**config.mk**
```make
export PLATFORM = sky130hd
export DESIGN_NAME = led_bank_arbiter_flat
export DESIGN_NICKNAME = d
export VERILOG_FILES = /design/src/rtl/led_bank_arbiter_if.sv /design/src/rtl/led_bank_arbiter.sv /design/src/flat_wrapper.sv
export SDC_FILE = /design/constraint.sdc
export NUM_CORES = 1
export LEC_CHECK = 0
export ABC_AREA = 0
export CORE_MARGIN = 1.5
export CORE_UTILIZATION = 54
export CTS_BUF_LIST = sky130_fd_sc_hd__clkbuf_4 sky130_fd_sc_hd__clkbuf_8
export CTS_CLUSTER_SIZE = 10
export DETAILED_ROUTE_END_ITERATION = 7
export PLACE_DENSITY = 0.85
export SLEW_MARGIN = 25
export SYNTH_ARGS = -nofsm -noshare
export SYNTH_HDL_FRONTEND = slang
export SYNTH_SLANG_ARGS = --single-unit
export TNS_END_PERCENT = 10
```
**constraint.sdc**
```tcl
create_clock -name clock -period 3 [get_ports clock]
set_clock_uncertainty 0.05 [all_clocks]
set_input_delay 0.6 -clock clock [delete_from_list [all_inputs] [get_ports clock]]
set_output_delay 0.6 -clock clock [all_outputs]
set_load 0.05 [all_outputs]
```
**src/rtl/led_bank_arbiter_if.sv**
```systemverilog
// LED bank arbiter bus: idle pattern, requests and patterns in; LED drive,
// one-hot grant and busy out. The master side is the pattern sources, the
// slave side is the arbiter.
interface led_bank_arbiter_if;
  logic [11:0] cylon_q;
  logic [2:0]  req;
  logic [11:0] pat0;
  logic [11:0] pat1;
  logic [11:0] pat2;
  logic [11:0] leds;
  logic [2:0]  grant;
  logic        busy;

  modport master (output cylon_q, req, pat0, pat1, pat2,
                  input  leds, grant, busy);
  modport slave  (input  cylon_q, req, pat0, pat1, pat2,
                  output leds, grant, busy);
endinterface

```
**src/rtl/led_bank_arbiter.sv**
```systemverilog
// led_bank_arbiter: shares the 12-LED bank between the idle cylon pattern and
// three event requesters. Each owner gets a minimum hold, a forced maximum
// hold and a blank gap before the next owner.
// Optional: define LED_ROUND_ROBIN_EN for round-robin winner selection
// (last-owner pointer); otherwise fixed priority with req[0] highest.
module led_bank_arbiter #(
  parameter int MXPRE      = 21,
  parameter int HOLD_TICKS = 4,
  parameter int MAX_TICKS  = 16,
  parameter int GAP_TICKS  = 1
) (
  input logic               clock,
  input logic               reset_n,
  led_bank_arbiter_if.slave bus
);

  typedef enum logic [1:0] {IDLE, SHOW, GAP} state_t;

  localparam logic [4:0] HOLD_C = 5'(HOLD_TICKS);
  localparam logic [4:0] MAX_C  = 5'(MAX_TICKS);
  localparam logic [4:0] GAP_C  = 5'(GAP_TICKS);

  state_t           r_state;
  logic [MXPRE-1:0] r_pre;
  logic [4:0]       r_cnt;
  logic [2:0]       r_block;
  logic [11:0]      r_pat;
  logic [1:0]       r_own;
  logic [11:0]      r_leds;
  logic [2:0]       r_grant;
  logic             r_busy;
`ifdef LED_ROUND_ROBIN_EN
  logic [1:0]       r_ptr;
`endif

  logic        w_tick;
  logic [4:0]  w_cnt_n;
  logic [2:0]  w_elig;
  logic [1:0]  w_win;
  logic [11:0] w_win_pat;
  logic [2:0]  w_own_oh;
  logic        w_own_req;
  logic        w_rel;
  logic        w_force;
  logic        w_gap_done;
  logic        w_do_grant;

  assign w_tick    = &r_pre;
  // Hold decisions use the post-tick count so a hold of N ticks is exactly
  // N*2^MXPRE clocks from the grant edge.
  assign w_cnt_n   = (w_tick && r_cnt != 5'd31) ? r_cnt + 5'd1 : r_cnt;
  assign w_elig    = bus.req & ~r_block;
  assign w_own_oh  = 3'b001 << r_own;
  assign w_own_req = |(bus.req & w_own_oh);
  // A drop on the same tick as the max hold counts as a normal release.
  assign w_rel      = (w_cnt_n >= HOLD_C) && !w_own_req;
  assign w_force    = (w_cnt_n >= MAX_C) && w_own_req;
  assign w_gap_done = (w_cnt_n >= GAP_C);
  assign w_do_grant = (|w_elig) &&
                      ((r_state == IDLE) || (r_state == GAP && w_gap_done));

  // Winner selection among eligible requesters.
  always_comb begin
    w_win = 2'd2;
`ifdef LED_ROUND_ROBIN_EN
    case (r_ptr)
      2'd0:    w_win = w_elig[1] ? 2'd1 : (w_elig[2] ? 2'd2 : 2'd0);
      2'd1:    w_win = w_elig[2] ? 2'd2 : (w_elig[0] ? 2'd0 : 2'd1);
      default: w_win = w_elig[0] ? 2'd0 : (w_elig[1] ? 2'd1 : 2'd2);
    endcase
`else
    if (w_elig[0])      w_win = 2'd0;
    else if (w_elig[1]) w_win = 2'd1;
`endif
  end

  // Pattern of the selected winner.
  always_comb begin
    case (w_win)
      2'd0:    w_win_pat = bus.pat0;
      2'd1:    w_win_pat = bus.pat1;
      default: w_win_pat = bus.pat2;
    endcase
  end

  // Arbitration FSM, tick timing, block mask and registered outputs.
  always_ff @(posedge clock or negedge reset_n) begin
    if (!reset_n) begin
      r_state <= IDLE;
      r_pre   <= '0;
      r_cnt   <= '0;
      r_block <= '0;
      r_pat   <= '0;
      r_own   <= '0;
      r_leds  <= '0;
      r_grant <= '0;
      r_busy  <= 1'b0;
`ifdef LED_ROUND_ROBIN_EN
      r_ptr   <= 2'd2;
`endif
    end else begin
      r_pre <= r_pre + MXPRE'(1);
      r_cnt <= w_cnt_n;
      // Block clears whenever the requester lets go; set on forced release.
      r_block <= (r_block & bus.req) |
                 ((r_state == SHOW && w_force && !w_rel) ? w_own_oh : 3'b000);
      case (r_state)
        IDLE: begin
          r_leds  <= bus.cylon_q;
          r_grant <= '0;
          r_busy  <= 1'b0;
        end
        SHOW: begin
          r_leds <= r_pat;
          if (w_rel || w_force) begin
            r_state <= GAP;
            r_pre   <= '0;
            r_cnt   <= '0;
            r_leds  <= '0;
            r_grant <= '0;
          end
        end
        GAP: begin
          r_leds <= '0;
          if (w_gap_done) begin
            r_state <= IDLE;
            r_leds  <= bus.cylon_q;
            r_busy  <= 1'b0;
          end
        end
        default: r_state <= IDLE;
      endcase
      // A grant from IDLE or the end of GAP overrides the defaults above.
      if (w_do_grant) begin
        r_state <= SHOW;
        r_pre   <= '0;
        r_cnt   <= '0;
        r_pat   <= w_win_pat;
        r_own   <= w_win;
        r_leds  <= w_win_pat;
        r_grant <= 3'b001 << w_win;
        r_busy  <= 1'b1;
`ifdef LED_ROUND_ROBIN_EN
        r_ptr   <= w_win;
`endif
      end
    end
  end

  assign bus.leds  = r_leds;
  assign bus.grant = r_grant;
  assign bus.busy  = r_busy;

endmodule
```
**src/flat_wrapper.sv**
```systemverilog
// flat-port wrapper written by rule: the top's interface ports become plain ports
module led_bank_arbiter_flat 
#(
  parameter int MXPRE      = 21,
  parameter int HOLD_TICKS = 4,
  parameter int MAX_TICKS  = 16,
  parameter int GAP_TICKS  = 1
)
  (clock, reset_n, bus_cylon_q, bus_req, bus_pat0, bus_pat1, bus_pat2, bus_leds, bus_grant, bus_busy);
  led_bank_arbiter_if bus_i ();
  input logic clock;
  input logic reset_n;
  input wire logic [$bits(bus_i.cylon_q)-1:0] bus_cylon_q;
  input wire logic [$bits(bus_i.req)-1:0] bus_req;
  input wire logic [$bits(bus_i.pat0)-1:0] bus_pat0;
  input wire logic [$bits(bus_i.pat1)-1:0] bus_pat1;
  input wire logic [$bits(bus_i.pat2)-1:0] bus_pat2;
  output wire logic [$bits(bus_i.leds)-1:0] bus_leds;
  output wire logic [$bits(bus_i.grant)-1:0] bus_grant;
  output wire logic [$bits(bus_i.busy)-1:0] bus_busy;
  assign bus_i.cylon_q = bus_cylon_q;
  assign bus_i.req = bus_req;
  assign bus_i.pat0 = bus_pat0;
  assign bus_i.pat1 = bus_pat1;
  assign bus_i.pat2 = bus_pat2;
  assign bus_leds = bus_i.leds;
  assign bus_grant = bus_i.grant;
  assign bus_busy = bus_i.busy;
  led_bank_arbiter #(.MXPRE(MXPRE), .HOLD_TICKS(HOLD_TICKS), .MAX_TICKS(MAX_TICKS), .GAP_TICKS(GAP_TICKS)) u_core (.clock(clock), .reset_n(reset_n), .bus(bus_i));
endmodule
```
==> results of run 1 <==
## sequential cells by signal (all words and copies together), names as in the netlist
signal,flops
u_core.r_block,3
u_core.r_pat,12
u_core.bus.leds,12
u_core.r_state,2
u_core.r_own,2
u_core.bus.busy,1
u_core.r_pre,21
u_core.r_cnt,5
u_core.bus.grant,3
## report_power, final
group | leakage, nW | total, mW | internal (mW) | switching (mW)
clock network | 0.0956 | 0.688 | 0.350 | 0.338
logic | 1.07 | 1.93 | 0.778 | 1.15
registers | 0.786 | 1.24 | 1.08 | 0.159
total | 1.95 | 3.86 | 2.21 | 1.65
## cell type report
class | instances | area (um2)
Sequential cell | 61 | 1530
Clock inverter | 4 | 22.5
Multi-Input combinational cell | 246 | 1740
Clock buffer | 12 | 159
Tap cell | 75 | 93.8
Inverter | 23 | 86.3
Fill cell | 441 | 1620
Timing Repair Buffer | 85 | 816
## worst paths after layout
| path | startpoint | to | slack [ns] | cells past startpoint |
|---|---|---|---|---|
| max | u_core.r_cnt[0]$_DFF_PN0_ | u_core.r_pat[8]$_DFFE_PN0N_ | 0.15 | 9 |
| min | reset_n | u_core.r_pre[4]$_DFF_PN0_ | 0.34 | 2 |
| max reg2reg | u_core.r_cnt[0]$_DFF_PN0_ | u_core.r_pat[8]$_DFFE_PN0N_ | 0.15 | 9 |
| min reg2reg | u_core.r_pre[0]$_DFF_PN0_ | u_core.r_pre[0]$_DFF_PN0_ | 0.41 | 1 |
| max in group asynchronous | reset_n | u_core.r_pre[15]$_DFF_PN0_ | 2.04 | 2 |
| min in group clock | u_core.r_pre[0]$_DFF_PN0_ | u_core.r_pre[0]$_DFF_PN0_ | 0.41 | 1 |
## cell families (layout without fill, tap and decap cells)
group           Yosys count  in the layout  share of synthesized area (%)
flops                    61             61                           44.1
simple gates            118            118                           18.2
compound gates           69             69                           14.5
mux                      29             29                           8.97
fa+ha+maj                 7              7                           2.53
xor+xnor                 23             23                           5.82
buf+inv                  43            124                           5.90
## worst max-delay path, stage by stage, from the launching register on
cell and delay, ns:
dfrtp_1 0.39, ha_1 0.21, and3_1 0.18, ha_1 0.19, nand2b_1 0.18, nor4_4 0.28, a21oi_2 0.14, o31a_2 0.44
nor2_8 0.29, mux2_2 0.38
## what timing repair did
| item | 4_1_cts | 5_1_grt |
|---|---|---|
| gates cloned | 0 | 0 |
| gates resized for setup | 1 | 2 |
| endpoints found under the setup margin | 12 | 11 |
| buffers inserted | 0 | 0 |
## per-layer routing
layer / up-vias / wire, um / GRT usage (%)
met5: - / 0 / 0
met4: 0 / 146 / 11.4
met1: 1403 / 3660 / 33.5
met2: 81 / 4020 / 39.0
met3: 15 / 427 / 4.27
li1: 1413 / - / -
## placed cells by master, fill, tap and decap left out, types with 2 or more instances in the layout
cell type,synthesis,final
a21oi_1,5,4
a21oi_2,1,2
a221oi_1,12,12
a22oi_1,2,2
a32oi_1,11,11
and3_1,3,3
buf_4,1,16
clkbuf_8,0,11
clkdlybuf4s50_1,0,67
clkinv_2,0,3
dfrtp_1,61,61
ha_1,7,7
inv_1,23,23
mux2_2,13,13
mux2i_1,15,15
nand2_1,29,29
nand2b_1,3,3
nand3_1,8,8
nand4_1,5,5
nand4_2,2,2
nor2_1,36,36
nor3_1,4,4
nor3b_1,3,3
nor4_1,12,12
o21a_1,3,3
o21ai_0,21,21
o21bai_1,2,2
o22ai_1,2,2
o31ai_1,3,2
o41ai_1,2,2
xnor2_1,11,11
xor2_1,12,12
## stage by stage
step                      hold WS (ns)  TNS [ns]
final                            0.344         0
after global routing             0.430         0
after CTS                        0.389         0
after detailed placement         0.404    -0.784
after global placement           0.398         0
after floorplan                  0.254         0
==> metrics.md, run 1 <==
| Metric | Value |
|---|---|
| RSZ-0062 raised after global routing | no |
| Most used DFF post-synth | dfrtp_1 |
| Worst setup SP type | flop |
| Total Power | 3.86 mW |
| Hold-fix buffers, CTS | 0 |
| Global-route wire length before repair | 13.6 mm |
| Final core occ | 73.3% |
| Post-synth top area share | roughly 44% |
| GP Congestion | 0.833 |
| Most frequent cells after synthesis | dfrtp_1, nor2_1, nand2_1, inv_1, o21ai_0 |
| GR Overflow Total | 0 |
| Clock root buffer | clkbuf_8 |
| P&R area growth vs syn | 28.5% |
| Dominant cell type by area after synthesis | dfrtp_1 |
| Leakage | 1.95 nW |
| Final WL | about 8.3 mm |
| Data arrival time of the critical path | about 3 ns |
| Mapped Avg Cell Area | 9.88 um2 |
| Placed cells | 490 |
| Final Slew Violations | 0 |
| Worst Path Max Fanout | 16 |
| Ranking of synthesized cells by area | dfrtp_1, mux2i_1, mux2_2 |
| Top-count cell post-synth | dfrtp_1 |
| EDFF count, synth | 0 |
| Initial antenna violation count | 0 |
| Placeable Area | 0.00606 mm2 |
| CP endpoint kind | flop |
| Ratio of cells with drive above 1 in the final layout | 14.2% |
| Fin area | about 0.0044 mm2 |
| Worst setup margin | ~0.15 ns |
| Post-synth ARST share | 100% |
| DRT Pass-1 Iters | 4 |
| Initial core utilization | 57.1% |
| Clock tree buffer depth | 2 |
| Yosys warns | 0 |
| Endpoints failing setup | 0 |
| Residual DRC | 0 |
| TritonCTS buffer count | 9 |
| Total GRT Usage | 24.8% |
| #FFs+latches synth | a little over 60 |
| N_diodes | 0 |
| Hold Violations, Final | 0 |
| Headroom to the max-slew limit | 42.2% |
| I/O Buffers | 68 |
| Vias after detailed routing | 2912 |
| Hold Path Class | primary input to async pin |
| Antenna-violating nets left | 0 |
| Crit share post-route | 95.1% |
| Max Cap Violations | 0 |
| I/O Pins | 69 |
| Layout Cells excl Fill | between 500 and 600 |
| Syn Inst Count | 350 |
| Status | finished, final reports clean |
| Seq/Total Area, Yosys | 44.1% |
| Via density | 5.75 |
| Die area | 0.00689 mm2 |
| Worst slew pin tran | 0.867 ns |
| Reg clk slew, reported paths | 0.07 ns |
| Clock sink count | 61 |
| Final #Nets | between 400 and 500 |
| Placed cell areas | 0.00425 mm2 |
| Die Width | approximately 83 um |
| Pre-CTS setup slack | -0.107 ns |
| Post-Syn Nets | 410 |
| DP HPWL | 5.89 mm |
| Mapped cell area | 0.00346 mm2 |
| CTS tree | built |
| Fmax | 351 MHz |
| Fin crit period | around 2.9 ns |
| CTS H-tree lvls | 3 |
| Vias in the first global route | between 2000 and 3000 |
| Req. time, crit path | approximately 3.2 ns |
| Crit path kind | flop to flop |
| Row Count | 28 |
| Count of cell types in the netlist | 51 |
| Die H | approximately 83 um |
| Peak supply drop | 0.785 mV |
| DR WL/cell | between 15 and 20 um |
| Insertion delay to the later sink of the worst-skew pair | roughly 0.35 ns |
| DR iter-0 viols | approximately 160 |
| Largest net degree at the start of global routing | 62 |
| Cell Pwr Density | 869 mW/mm2 |
Note: power is estimated with default switching activity, not from simulation.
==> run 2, diff against run 1 <==
--- a/config.mk
+++ b/config.mk
@@ -6,12 +6,12 @@
 export NUM_CORES = 1
 export LEC_CHECK = 0
 export ABC_AREA = 0
+export CAP_MARGIN = 25
 export CORE_MARGIN = 1.5
-export CORE_UTILIZATION = 54
-export CTS_BUF_LIST = sky130_fd_sc_hd__clkbuf_4 sky130_fd_sc_hd__clkbuf_8
+export CORE_UTILIZATION = 52
 export CTS_CLUSTER_SIZE = 10
 export DETAILED_ROUTE_END_ITERATION = 7
-export PLACE_DENSITY = 0.85
+export PLACE_DENSITY = 0.82
 export SLEW_MARGIN = 25
 export SYNTH_ARGS = -nofsm -noshare
 export SYNTH_HDL_FRONTEND = slang
==> run 2 against run 1 <==
Register-to-register slack better by 0.08 ns. Combinational power about the same. Count of clock-buffer cells in the layout down 2. Sequential cell count unchanged. Total power up 0.75%. Fmax up 3.1%. Global-route usage down 1.0 points. Wire length down 3.1%. Worst hold slack worse by 0.23 ns. Critical path depth unchanged. Sequential power about the same. Largest power group unchanged.
==> metrics.md, run 2 (synthesis gave the netlist of run 1 again) <==
| Metric | Value |
|---|---|
| CP most frequent cell | ha_1 |
| Clock tree buffer depth | 2 (unchanged) |
| DR WL/cell | 15.9 um (-2.8%) |
| Die H | 84.6 um (+1.8%) |
| Fmax | 361 MHz (+3.1%) |
| Vias in the first global route | 2977 (+5.8%) |
| Ratio of cells with drive above 1 in the final layout | 12.9% (-1.3 points) |
| TritonCTS buffer count | 9 (unchanged) |
| R2R depth | 9 (unchanged) |
| Status | finished, final reports clean |
| Insertion delay to the later sink of the worst-skew pair | 0.33 ns (-0.02 ns) |
| Crit share post-route | 92.3% (-2.8 points) |
| Req. time, crit path | 3.16 ns (-0.02 ns) |
| Die Width | 84.6 um (+1.8%) |
| Leakage | 1.96 nW (+0.44%) |
| Final WL | 7.99 mm (-3.1%) |
| DP HPWL | 5.85 mm (-0.64%) |
| R2r startpoint | u_core.r_cnt[0]$_DFF_PN0_ |
| RSZ-0062 raised after global routing | no |
| Antenna-violating nets left | 0 (unchanged) |
| N_diodes | 0 (unchanged) |
| Worst setup SP type | flop |
| CP cell instances | ha_1 -> and3_1 -> ha_1 -> nand2b_1 -> nor4_4 -> a21oi_2 -> o31a_4 -> nor2_8 -> mux2_2 |
| Global-route wire length before repair | 13.5 mm (-0.96%) |
| Largest Register | u_core.r_pre |
| Final Slew Violations | 0 (unchanged) |
| GR Overflow Total | 0 (unchanged) |
| Reg clk slew, reported paths | 0.07 ns (about the same) |
| Via density | 5.78 (+0.40%) |
| Commonest non-fill, non-tap cell in the layout | clkdlybuf4s50_1 |
| Peak supply drop | 0.465 mV (-41%) |
| Final core occ | 69.5% (-3.8 points) |
| CTS H-tree lvls | 3 (unchanged) |
| Reg area | 0.00153 mm2 (unchanged) |
| Placeable Area | 0.00639 mm2 (+5.4%) |
| Clock root buffer | clkbuf_8 |
| I/O Buffers | 68 (unchanged) |
| Clock sink count | 61 (unchanged) |
| Max Cap Violations | 0 (unchanged) |
| Initial antenna violation count | 0 (unchanged) |
| Residual DRC | 0 (unchanged) |
| GP Congestion | 0.874 (+4.8%) |
| Hold Path Class | primary input to async pin |
| DR iter-0 viols | 146 (-11%) |
| Hold Violations, Final | 0 (unchanged) |
| Setup TNS | 0 ns (unchanged) |
| Crit path kind | flop to flop |
| Headroom to the max-slew limit | 42.4% (+0.24 points) |
| Filler Cell Count | 498 (+13%) |
| CP endpoint kind | flop |
| Worst path slowest cell | o31a_4 |
| Die area | 0.00715 mm2 (+3.7%) |
| DRT Pass-1 Iters | 4 (unchanged) |
| Vias after detailed routing | 2912 (unchanged) |
| Multi-input gate area | 0.00174 mm2 (+0.22%) |
| Worst Path Max Fanout | 16 (unchanged) |
| Postcts setup bufs | 0 (unchanged) |
| Max incr delay on CP | 0.41 ns (-0.03 ns) |
| Worst r2r dst | u_core.r_pat[1]$_DFFE_PN0N_ |
| I/O Pins | 69 (unchanged) |
| Cell Pwr Density | 876 mW/mm2 (+0.86%) |
| Endpoints failing setup | 0 (unchanged) |
| Worst slew pin tran | 0.863 ns (-0.00355 ns) |
| Highest-count cells in the layout ignoring fill and taps | clkdlybuf4s50_1, dfrtp_1, nor2_1 |
| Final #Nets | 483 (-0.62%) |
| Initial core utilization | 54.2% (-2.9 points) |
| R2R setup slack | 0.23 ns (+0.08 ns) |
| Row Count | 29 (+3.6%) |
| CTS tree | built |
| Total GRT Usage | 23.7% (-1.0 points) |
| Largest net degree at the start of global routing | 28 (-55%) |
| Max reg flops | 21 (unchanged) |
| Fin crit period | 2.77 ns (-0.0846 ns) |
| Data arrival time of the critical path | 2.93 ns (-0.10 ns) |
| P&R area growth vs syn | 28.4% |
==> run 2: per-stage QoR <==
step | cell area (um2) | hold WS [ns] | setup slack (ns) | power [mW] | cells
final | 4440 | 0.112 | 0.232 | 3.89 | 504
after global routing | 4440 | 0.135 | 0.0713 | 4.12 | 504
after CTS | 4430 | 0.118 | 0.0252 | 3.87 | 504
after detailed placement | 4250 | 0.411 | 0.0995 | 3.18 | 489
after global placement | 4250 | 0.398 | 0.207 | 3.10 | 489
after floorplan | 3460 | 0.254 | 0.242 | 2.57 | 350
==> run 2: final cells by class <==
class | count | share of cell area (%)
Sequential cell | 61 | 34.4
Timing Repair Buffer | 82 | 18.2
Clock buffer | 10 | 2.87
Tap cell | 77 | 2.17
Multi-Input combinational cell | 246 | 39.3
Clock inverter | 5 | 1.18
Inverter | 23 | 1.94
==> run 2: worst max path at each step <==
stage                     slack [ns]  cells past startpoint                       from                             end
after detailed placement         0.1                     10  u_core.r_cnt[0]$_DFF_PN0_  u_core.bus.leds[1]$_DFFE_PN0P_
after global routing            0.07                      9  u_core.r_cnt[0]$_DFF_PN0_     u_core.r_pat[4]$_DFFE_PN0N_
after CTS                       0.03                     10  u_core.r_cnt[0]$_DFF_PN0_  u_core.bus.leds[6]$_DFFE_PN0P_
final                           0.23                      9  u_core.r_cnt[0]$_DFF_PN0_     u_core.r_pat[1]$_DFFE_PN0N_
after global placement          0.21                      9  u_core.r_cnt[0]$_DFF_PN0_     u_core.r_pat[6]$_DFFE_PN0N_
after floorplan                 0.24                     11  u_core.r_cnt[0]$_DFF_PN0_    u_core.r_pat[10]$_DFFE_PN0N_
==> run 2: worst max-delay path: cells and delay by family, from the launching register on <==
family                     cells  cell delay, ns
AOI/OAI and AO/OA              2            0.55
adders and majority gates      2            0.43
DFF                            1            0.38
muxes                          1            0.38
and+or+nand+nor                4            0.85
==> run 2: metal layers <==
layer	vias up	part of all wire [%]	track usage, %
met3	12	4.9	3.54
met4	0	1.5	11.9
li1	1402	-	-
met2	97	53	40.1
met5	-	0	0
met1	1401	41	29.7
==> run 2: power breakdown <==
part / total, mW / switching (mW) / internal [mW] / leakage, nW
combinational: 1.94 / 1.16 / 0.785 / 1.08
clock: 0.691 / 0.316 / 0.375 / 0.0919
sequential: 1.25 / 0.172 / 1.08 / 0.786
==> run 2: repair_timing <==
action,in CTS,in global routing
hold buffers,0,0
endpoints found under the setup margin,0,42
resized for setup,0,3
==> run 3, diff against run 2 <==
--- a/config.mk
+++ b/config.mk
@@ -8,11 +8,11 @@
 export ABC_AREA = 0
 export CAP_MARGIN = 25
 export CORE_MARGIN = 1.5
-export CORE_UTILIZATION = 52
+export CORE_UTILIZATION = 35
 export CTS_CLUSTER_SIZE = 10
 export DETAILED_ROUTE_END_ITERATION = 7
-export PLACE_DENSITY = 0.82
-export SLEW_MARGIN = 25
+export PLACE_DENSITY = 0.6
+export SLEW_MARGIN = 20
 export SYNTH_ARGS = -nofsm -noshare
 export SYNTH_HDL_FRONTEND = slang
 export SYNTH_SLANG_ARGS = --single-unit
==> run 3 against run 2 <==
Sequential share of layout area down 1.3 points. Worst hold slack improved by 0.060 ns. Critical endpoint is now u_core.r_pat[5]$_DFFE_PN0N_. Cell count grew 13%. Register-to-register slack got worse by 0.04 ns. Clock power increased by 23%. Fmax fell by 1.3%.
==> metrics.md, run 3 (synthesis gave the netlist of run 1 again) <==
| Metric | Value |
|---|---|
| Die H | 102 um (+21%) |
| Residual DRC | 0 (unchanged) |
| CTS tree | built |
| Reg clk slew, reported paths | 0.07 ns (about the same) |
| DP HPWL | 6.03 mm (+3.1%) |
| DRT Pass-1 Iters | 4 (unchanged) |
| Gr busiest metal | met2 |
| Largest net degree at the start of global routing | 42 (+50%) |
| Commonest non-fill, non-tap cell in the layout | clkdlybuf4s50_1 |
| Worst slew pin tran | 0.612 ns (-0.251 ns) |
| R2r startpoint | u_core.r_cnt[0]$_DFF_PN0_ |
| Fin crit period | 2.80 ns (+0.0358 ns) |
| Final Slew Violations | 0 (unchanged) |
| Final WL | 8.34 mm (+4.3%) |
| Vias in the first global route | 2887 (-3.0%) |
| Hold-fix buffers, CTS | 0 (unchanged) |
| Req. time, crit path | 3.19 ns (+0.03 ns) |
| Antenna-violating nets left | 0 (unchanged) |
| CP endpoint kind | flop |
| CTS H-tree lvls | 3 (unchanged) |
| Status | finished, final reports clean |
| Met3 usage | 5.13% (+1.6 points) |
| Endpoints failing setup | 0 (unchanged) |
| Crit path kind | flop to flop |
| Cell Pwr Density | 877 mW/mm2 (+0.10%) |
| Peak supply drop | 0.585 mV (+26%) |
| N_diodes | 0 (unchanged) |
| Clock sink count | 61 (unchanged) |
| Total GRT Usage | 17.2% (-6.6 points) |
| CP most frequent cell | ha_1 |
| GR Util met2 | 29.2% (-11 points) |
| Insertion delay to the later sink of the worst-skew pair | 0.35 ns (+0.02 ns) |
| Headroom to the max-slew limit | 58.8% (+16 points) |
| RSZ-0062 raised after global routing | no |
| Global-route wire length before repair | 13.8 mm (+2.0%) |
| Row Count | 36 (+24%) |
| R2R setup slack | 0.20 ns (-0.04 ns) |
| Top delay family on crit path | simple AND/OR/NAND/NOR gates |
| DR iter-0 viols | 126 (-14%) |
| Ratio of cells with drive above 1 in the final layout | 14.9% (+2.1 points) |
| Hold Violations, Final | 0 (unchanged) |
| Worst setup SP type | flop |
| Max reg flops | 21 (unchanged) |
| GP Congestion | 0.843 (-3.5%) |
| Worst Path Max Fanout | 8 (-8) |
| Largest Register | u_core.r_pre |
| Max Cap Violations | 0 (unchanged) |
| Final core occ | 47.6% (-22 points) |
| I/O Buffers | 68 (unchanged) |
| CP cell instances | ha_1 -> and3_1 -> ha_1 -> nand2b_1 -> nor4_4 -> buf_4 -> a21oi_2 -> o31a_4 -> nor2_4 -> mux2_2 |
| Vias after detailed routing | 2900 (-0.41%) |
| Crit share post-route | 93.5% (+1.2 points) |
| Clock tree buffer depth | 2 (unchanged) |
| Reg area | 0.00153 mm2 (unchanged) |
| Hold Path Class | primary input to async pin |
| P&R area growth vs syn | 33.4% |
| Initial antenna violation count | 0 (unchanged) |
| Grt met1 use | 20.2% (-9.4 points) |
| Placeable Area | 0.00968 mm2 (+52%) |
| Worst r2r dst | u_core.r_pat[5]$_DFFE_PN0N_ |
| Fmax | 357 MHz (-1.3%) |
| Initial core utilization | 35.7% (-18 points) |
| I/O Pins | 69 (unchanged) |
| R2R depth | 10 (+1) |
| Die area | 0.0105 mm2 (+47%) |
| Clock root buffer | clkbuf_8 |
| Via density | 5.11 (-12%) |
| Filler Cell Count | 923 (+85%) |
| TritonCTS buffer count | 9 (unchanged) |
| Multi-input gate area | 0.00176 mm2 (+0.93%) |
| Leakage | 2.02 nW (+3.1%) |
| GR Overflow Total | 0 (unchanged) |
| Postcts setup bufs | 0 (unchanged) |
| Max incr delay on CP | 0.41 ns (about the same) |
| Final #Nets | 490 (+1.4%) |
| Worst path slowest cell | o31a_4 |
| DR WL/cell | 14.7 um (-7.4%) |
| WP buf/inv | 1 (+1) |
| Setup TNS | 0 ns (unchanged) |
| Data arrival time of the critical path | 2.99 ns (+0.06 ns) |
| Highest-count cells in the layout ignoring fill and taps | clkdlybuf4s50_1, dfrtp_1, nor2_1 |
| Die Width | 102 um (+21%) |
-- run 3: changes by cell type in the layout (fill, tap and decap cells not counted), sizes merged --
cell	change
bufinv	+1
clkbuf	+1
nor2	+1
buf	+6
clkinvlp	-1
-- run 3: power breakdown --
group          total [mW]  switching [mW]  internal (mW)
logic                1.94            1.15          0.788
registers            1.26           0.175           1.08
clock network       0.853           0.339          0.514
total                4.05            1.66           2.38
-- run 3: per-stage QoR --
stage / worst slack [ns] / power (mW) / hold slack [ns] / cell area [um2] / instances
floorplan: 0.242 / 2.57 / 0.254 / 3460 / 350
global placement: 0.0994 / 3.14 / 0.404 / 4350 / 551
global route: 0.0157 / 4.29 / 0.200 / 4610 / 568
finish: 0.196 / 4.05 / 0.172 / 4610 / 568
detailed placement: 0.000266 / 3.18 / 0.405 / 4350 / 551
CTS: 0.108 / 4.05 / 0.179 / 4590 / 567
-- run 3: worst max path at each step --
stage | slack, ns | start | endpoint | cells after the start
floorplan | 0.24 | u_core.r_cnt[0]$_DFF_PN0_ | u_core.r_pat[10]$_DFFE_PN0N_ | 11
global placement | 0.1 | u_core.r_cnt[0]$_DFF_PN0_ | u_core.bus.leds[5]$_DFFE_PN0P_ | 9
detailed placement | 0.0003 | u_core.r_cnt[0]$_DFF_PN0_ | u_core.bus.leds[3]$_DFFE_PN0P_ | 9
CTS | 0.11 | u_core.r_cnt[0]$_DFF_PN0_ | u_core.r_pat[1]$_DFFE_PN0N_ | 10
global route | 0.02 | u_core.r_cnt[0]$_DFF_PN0_ | u_core.r_pat[11]$_DFFE_PN0N_ | 10
finish | 0.20 | u_core.r_cnt[0]$_DFF_PN0_ | u_core.r_pat[5]$_DFFE_PN0N_ | 10
-- run 3: worst register-to-register path, cell delays in order, from the launching register on --
cell and delay [ns]:
dfrtp_1 0.38, ha_1 0.21, and3_1 0.18, ha_1 0.18
nand2b_1 0.17, nor4_4 0.23, buf_4 0.15, a21oi_2 0.08
o31a_4 0.41, nor2_4 0.26, mux2_2 0.37
-- run 3: timing repair --
item                       in CTS  in global routing
setup endpoints to repair       2                 17
cloned                          0                  1
resized for setup               1                  3
pin swaps                       0                  2
hold endpoints to repair        0                  0
-- run 3: layout make-up --
type / instances / area share [%]
flip-flops and latches: 61 / 33.1
clock inverters: 5 / 1.79
repair buffers: 88 / 18.2
inverters: 23 / 1.87
well taps: 133 / 3.61
clock buffers: 11 / 3.28
multi-input cells: 247 / 38.2
-- run 3: metal layers --
metal | wire length (um) | up-vias
met5 | 0 | -
met4 | 189 | 0
met3 | 430 | 18
met2 | 4070 | 81
met1 | 3650 | 1377
li1 | - | 1424
